===== src/rtl/wakeup_debounce.sv =====
// Wakeup push-button conditioner: synchronises the raw pad level into the
// hfextclk domain, debounces press and release, and drives a clean,
// stretched active-low wakeup level plus a press pulse and an event count.
module wakeup_debounce #(
    parameter int SYNC_STAGES     = 2,
    parameter int DEBOUNCE_CYCLES = 16000,
    parameter int MIN_ASSERT      = 1024,
    parameter int CNT_W           = 16
) (
    input  logic       clk,
    input  logic       rst_n,
    input  logic       btn_i,
    output logic       dwakeup_n_o,
    output logic       wake_pulse_o,
    output logic       busy_o,
    output logic [7:0] event_cnt_o
);

    typedef enum logic [1:0] {
        IDLE       = 2'd0,
        QUAL_PRESS = 2'd1,
        ASSERT     = 2'd2,
        QUAL_REL   = 2'd3
    } state_t;

    // Terminal counts for the shared down-time counter.
    localparam logic [CNT_W-1:0] DEB_LAST = CNT_W'(DEBOUNCE_CYCLES - 1);
    localparam logic [CNT_W-1:0] ASR_LAST = CNT_W'(MIN_ASSERT - 1);
    localparam logic [CNT_W-1:0] CNT_ONE  = CNT_W'(1);

    logic [SYNC_STAGES-1:0] sync;
    logic                   s;
    state_t                 state;
    logic [CNT_W-1:0]       cnt;

    assign s = sync[SYNC_STAGES-1];

    // Metastability chain for the asynchronous pad level.
    always_ff @(posedge clk or negedge rst_n) begin
        if (!rst_n) begin
            sync <= '0;
        end else begin
            sync <= {sync[SYNC_STAGES-2:0], btn_i};
        end
    end

    // Debounce FSM. Outputs are registered alongside the state so each one
    // changes on the same edge as the transition that defines it.
    always_ff @(posedge clk or negedge rst_n) begin
        if (!rst_n) begin
            state        <= IDLE;
            cnt          <= '0;
            dwakeup_n_o  <= 1'b1;
            wake_pulse_o <= 1'b0;
            busy_o       <= 1'b0;
            event_cnt_o  <= '0;
        end else begin
            wake_pulse_o <= 1'b0;
            case (state)
                IDLE: begin
                    if (s) begin
                        state  <= QUAL_PRESS;
                        cnt    <= '0;
                        busy_o <= 1'b1;
                    end
                end
                QUAL_PRESS: begin
                    if (!s) begin
                        // Bounce: drop back without any visible effect.
                        state  <= IDLE;
                        busy_o <= 1'b0;
                    end else if (cnt == DEB_LAST) begin
                        state        <= ASSERT;
                        cnt          <= '0;
                        dwakeup_n_o  <= 1'b0;
                        wake_pulse_o <= 1'b1;
                        event_cnt_o  <= event_cnt_o + 8'd1;
                    end else begin
                        cnt <= cnt + CNT_ONE;
                    end
                end
                ASSERT: begin
                    // Stretch: count saturates, release is only looked at
                    // once the minimum low time has been served.
                    if (cnt != ASR_LAST) begin
                        cnt <= cnt + CNT_ONE;
                    end else if (!s) begin
                        state <= QUAL_REL;
                        cnt   <= '0;
                    end
                end
                QUAL_REL: begin
                    if (s) begin
                        // Release bounce; minimum time already met, so
                        // re-enter saturated and without a new pulse.
                        state <= ASSERT;
                        cnt   <= ASR_LAST;
                    end else if (cnt == DEB_LAST) begin
                        state       <= IDLE;
                        cnt         <= '0;
                        dwakeup_n_o <= 1'b1;
                        busy_o      <= 1'b0;
                    end else begin
                        cnt <= cnt + CNT_ONE;
                    end
                end
                default: begin
                    state       <= IDLE;
                    cnt         <= '0;
                    dwakeup_n_o <= 1'b1;
                    busy_o      <= 1'b0;
                end
            endcase
        end
    end

endmodule

===== config.mk =====
export PLATFORM = sky130hd
export DESIGN_NAME = wakeup_debounce
export DESIGN_NICKNAME = d
export VERILOG_FILES = /design/src/rtl/wakeup_debounce.sv
export SDC_FILE = /design/constraint.sdc
export NUM_CORES = 1
export LEC_CHECK = 0
export BUFFER_PORTS_ARGS = -buffer_cell sky130_fd_sc_hd__buf_2
export CAP_MARGIN = 20
export CORE_MARGIN = 1.5
export CORE_UTILIZATION = 67
export CTS_BUF_LIST = sky130_fd_sc_hd__clkbuf_8
export CTS_CLUSTER_SIZE = 14
export DETAILED_ROUTE_END_ITERATION = 6
export PLACE_DENSITY = 0.93
export SYNTH_ARGS = -nofsm -noshare
export SYNTH_HDL_FRONTEND = slang
export SYNTH_SLANG_ARGS = --single-unit

===== constraint.sdc =====
create_clock -name clk -period 3.5 [get_ports clk]
set_input_delay 0.7 -clock clk [delete_from_list [all_inputs] [get_ports clk]]
set_output_delay 0.7 -clock clk [all_outputs]
set_load 0.02 [all_outputs]

Word level (Yosys, flattened, before mapping)
Cells that the tools add are included.

Flip-flop bits (word level): 31. Input bits: 3. Output and inout port bits: 11.

Add/subtract/negate cells: 2. Equality and inequality tests: 16. Multiplexer cells: 27. Reduce and logical (&&, ||, !) cells: 8.

Operators by type and width (number): $mux 16 (6); $pmux 16 s4 (1); $add 16x1->16 const B (1); $eq 16x14->1 const B (1); $ne 16x10->1 const B (1); $ne 2x2->1 const B (8); $reduce_and 5->1 (3); $mux 2 (7); $mux 1 (10); $ne 3x3->1 const B (3); $add 8x1->8 const B (1); $pmux 2 s4 (1); $reduce_and 3->1 (2); $eq 2x2->1 const B (2); $pmux 1 s3 (1); $reduce_bool 3->1 (1); $eq 2x1->1 const B (1); $logic_not 2->1 (1); $pmux 1 s2 (1); $reduce_bool 2->1 (1).

Depth between registers and ports, before layout
Depth in word-level cells: 4. Mapped depth: 9.

Least setup slack after synthesis
No wires, ideal clock.

Path type: reg2reg. Start: reg state[0]. End: reg cnt[13]. Arrival: 1.873 ns. Required time: 3.369 ns. Setup slack: 1.496 ns. Cell stages (with the launch flop): 10. Buffers on the path: 1. Path through: dfrtp_1 inv_1 ha_1 clkbuf_1 o21bai_1 nand2_1 a311oi_1 nand4_1 xor2_1 nor2_1.

Cells in the longest elaborated chain, start to end: 3.

Ends and longest elaborated chain: start, declared (line 33) `state_t state;`; start signal, assigned (line 51) `state <= IDLE;`; start signal, assigned (line 62) `state <= QUAL_PRESS;`; start signal, assigned (line 70) `state <= IDLE;`; $eq 2x2->1 (tied with other cells) (line 59) `case (state)`; $ne 3x3->1 (no source line) or $ne 2x2->1 (tied branches); $reduce_and 3->1 (no source line); end signal, assigned (line 79) `cnt <= cnt + CNT_ONE;`; end signal, assigned (line 86) `cnt <= cnt + CNT_ONE;`; end signal, assigned (line 104) `cnt <= cnt + CNT_ONE;`; end, declared (line 34) `logic [CNT_W-1:0] cnt;`.

Several ways; a longest one is shown, not always the timed one. A chain may end at the register's enable or synchronous reset.

Worst setup path after layout
Start: reg state[0]. End: reg cnt[10].

Same word-level chain as after synthesis.

==> flow_summary.toml <==
[synth]
synth_xor_area_share_pct = 6.07
synth_compound_area_share_pct = 16.5
yosysWarnings = 0
syn_avg_cell_area_sq_um = 9.83
synth_edf_count = 0
synth.mux.area_fraction_pct = 0.600
synth.yosys.seq_area_share_pct = 41.4
synthAdderAreaFrac_pct = 4.00
synthSimpleGateAreaFrac_pct = 28.5
synth_top_family_by_area = "simple AND/OR/NAND/NOR gates"
synthesis.nets = 200
synthFlopType = "dfrtp_1"
async_reset_ff_share_pct = 100
syn-instance-count = 191
ys_seq_elements = 31
synth.distinct_cells = 51
synth_area_sq_um = 1880

[global_route]
grt_pass1_vias = 1512
grt-ovfl-total = 0
antenna_found_initial = 0
grt_max_degree = 32
grt_pass1_wl_um = 6550
grt.total_usage_pct = 26.6

[route]
num_vias = 1565
first_pass_iters = 4
routed-wl-met2_um = 2000
viasPerCell = 6.66
ant_nets = 0
wl_per_cell_um = 16.5
wl_met1_um = 1640
drc_errors = 0
topRoutingLayerUsed = "met4"
drtIter0Drc = 98
wl_um = 3870
met3_length_um = 211

[worst_setup_path]
worstSetupStartpointType = "flip-flop"
cpMostUsedCell = "nor2_1"
crit_path_cell_trace = "inv_1 -> ha_1 -> o21bai_1 -> nand2_1 -> nor2_1 -> nor2_1"
worstPathArrival_ns = 2.40
required_ns = 3.65
endpoint_kind = "flip-flop"
critPathMaxStageDelay_ns = 0.43
crit_path_top_delay_cell = "dfrtp_1"
crit_fanout = 11
cp_num_buf_inv = 1
path_delay_family = "simple AND/OR/NAND/NOR gates"
worstSetupPathType = "flip-flop to flip-flop"

[timing]
drv_slew = 0
fin_setup_tns_ns = 0
skew_ns = 0.00531
max_freq_ghz = 0.445
finalCritPeriodShare_pct = 64.2
tightest_slew_ns = 0.654
rsz0062_at_grt = "no"
hold_viol_final = 0
relSlewSlack_pct = 56.4
layout_min_cycle_time_ns = 2.25
setup_viol = 0
fin_ws_ns = 1.25

[pwr]
ir_drop_mv = 0.687
power_uw = 1610
leakagePower_uw = 0.000953
powerDensity_nw_per_um2 = 779

[floorplanning]
die_h_um = 55.9
ios = 14
start_util_pct = 69.3
core_sq_um = 2710
die_area_sq_um = 3130
rows = 19
die_x_um = 55.9

[cts]
cts_htree_levels = 2
cts_tree = "built"
clock-sinks = 31
cts_buffers = 5
cts_buffer_depth = 2
cts_hold_buf = 0
ctsResizeCount = 0
postCtsSetupBuffers = 0
clk_pin_slew_worst_paths_ns = 0.06
clock_latency_ns = 0.28
cts-root-buf = "clkbuf_8"

[hold_path]
min_path_type = "flip-flop to flip-flop"

[place]
hpwlAfterDp_um = 2870
pre_cts_slack_ns = 1.28
gp_congestion = 0.941
port_buffers = 13

[final_layout]
final_cell_mix = "30 x dfrtp_1, 23 x nand2_1, 14 x nor2_1"
synthToLayoutAreaGrowth_pct = 9.93
final_nets = 212
fill_cells = 186
seq_area_sq_um = 777
drive_above_1_share_pct = 20.1
multi_input_area_sq_um = 1050
layout_commonest_cell = "dfrtp_1"
diodes = 0

[run]
drv_cap = 0

[run_status]
status = "complete, no violations"
==> kinds of logic (layout without fill, tap and decap cells) <==
group	Yosys count	count (layout)
simple gates	87	87
fa+ha+maj	6	6
compound gates	40	40
xor+xnor	13	13
flops	31	31
buf+inv	13	26
mux	1	1
==> stage by stage <==
stage               hold WS, ns  cells  instance area [sq um]  util (%)
floorplan                 0.331    191                   1880         -
global placement          0.332    227                   1950      71.8
detailed placement        0.342    227                   1950      71.8
CTS                       0.356    235                   2060      76.1
global route              0.378    235                   2060      76.1
finish                    0.353    235                   2060      76.1
==> where the power goes <==
part	total, uW	leakage, uW	switching [uW]	internal [uW]
clock	358	0.0000612	128	230
sequential	552	0.000405	120	432
combinational	696	0.000487	406	291
==> registers in the layout, indices dropped and copies added, names as in the netlist, named ones only <==
| signal | count |
|---|---|
| busy_o | 1 |
| cnt | 16 |
| wake_pulse_o | 1 |
| sync | 2 |
| event_cnt_o | 8 |
| dwakeup_n_o | 1 |
| state | 1 |
==> synthesized netlist by cell type, types with 5 or more instances <==
library cell,number,area share [%]
a21oi_1,7,1.9
a2bb2oi_1,5,2.3
dfrtp_1,30,40
ha_1,6,4.0
inv_1,5,1.0
nand2_1,23,4.6
nand3_1,11,2.9
nand4_1,9,3.0
nor2_1,14,2.8
o21ai_0,8,2.1
xnor2_1,6,2.8
xor2_1,7,3.3
==> worst paths after layout <==
check,startpoint,end,slack [ns],depth (start not counted)
max,state[0],cnt[10],1.25,6
min,sync[0],sync[1],0.35,0
max reg2reg,state[0],cnt[10],1.25,6
min reg2reg,sync[0],sync[1],0.35,0
max in group asynchronous,rst_n,cnt[3],2.63,1
min in group asynchronous,rst_n,cnt[11],0.44,1
==> layout make-up <==
type	instances	area share [%]
repair buffers	13	3.15
multi-input cells	147	50.7
inverters	5	0.910
clock buffers	6	4.00
clock inverters	2	1.70
well taps	31	1.88
flip-flops and latches	31	37.7
==> metal layers <==
metal  global-route usage [%]  vias up
met5                        0        -
met4                     9.86        0
met3                     7.21        2
met2                     43.0       60
met1                     34.4      767
li1                         -      736
Power figures use the tool's default switching activity.
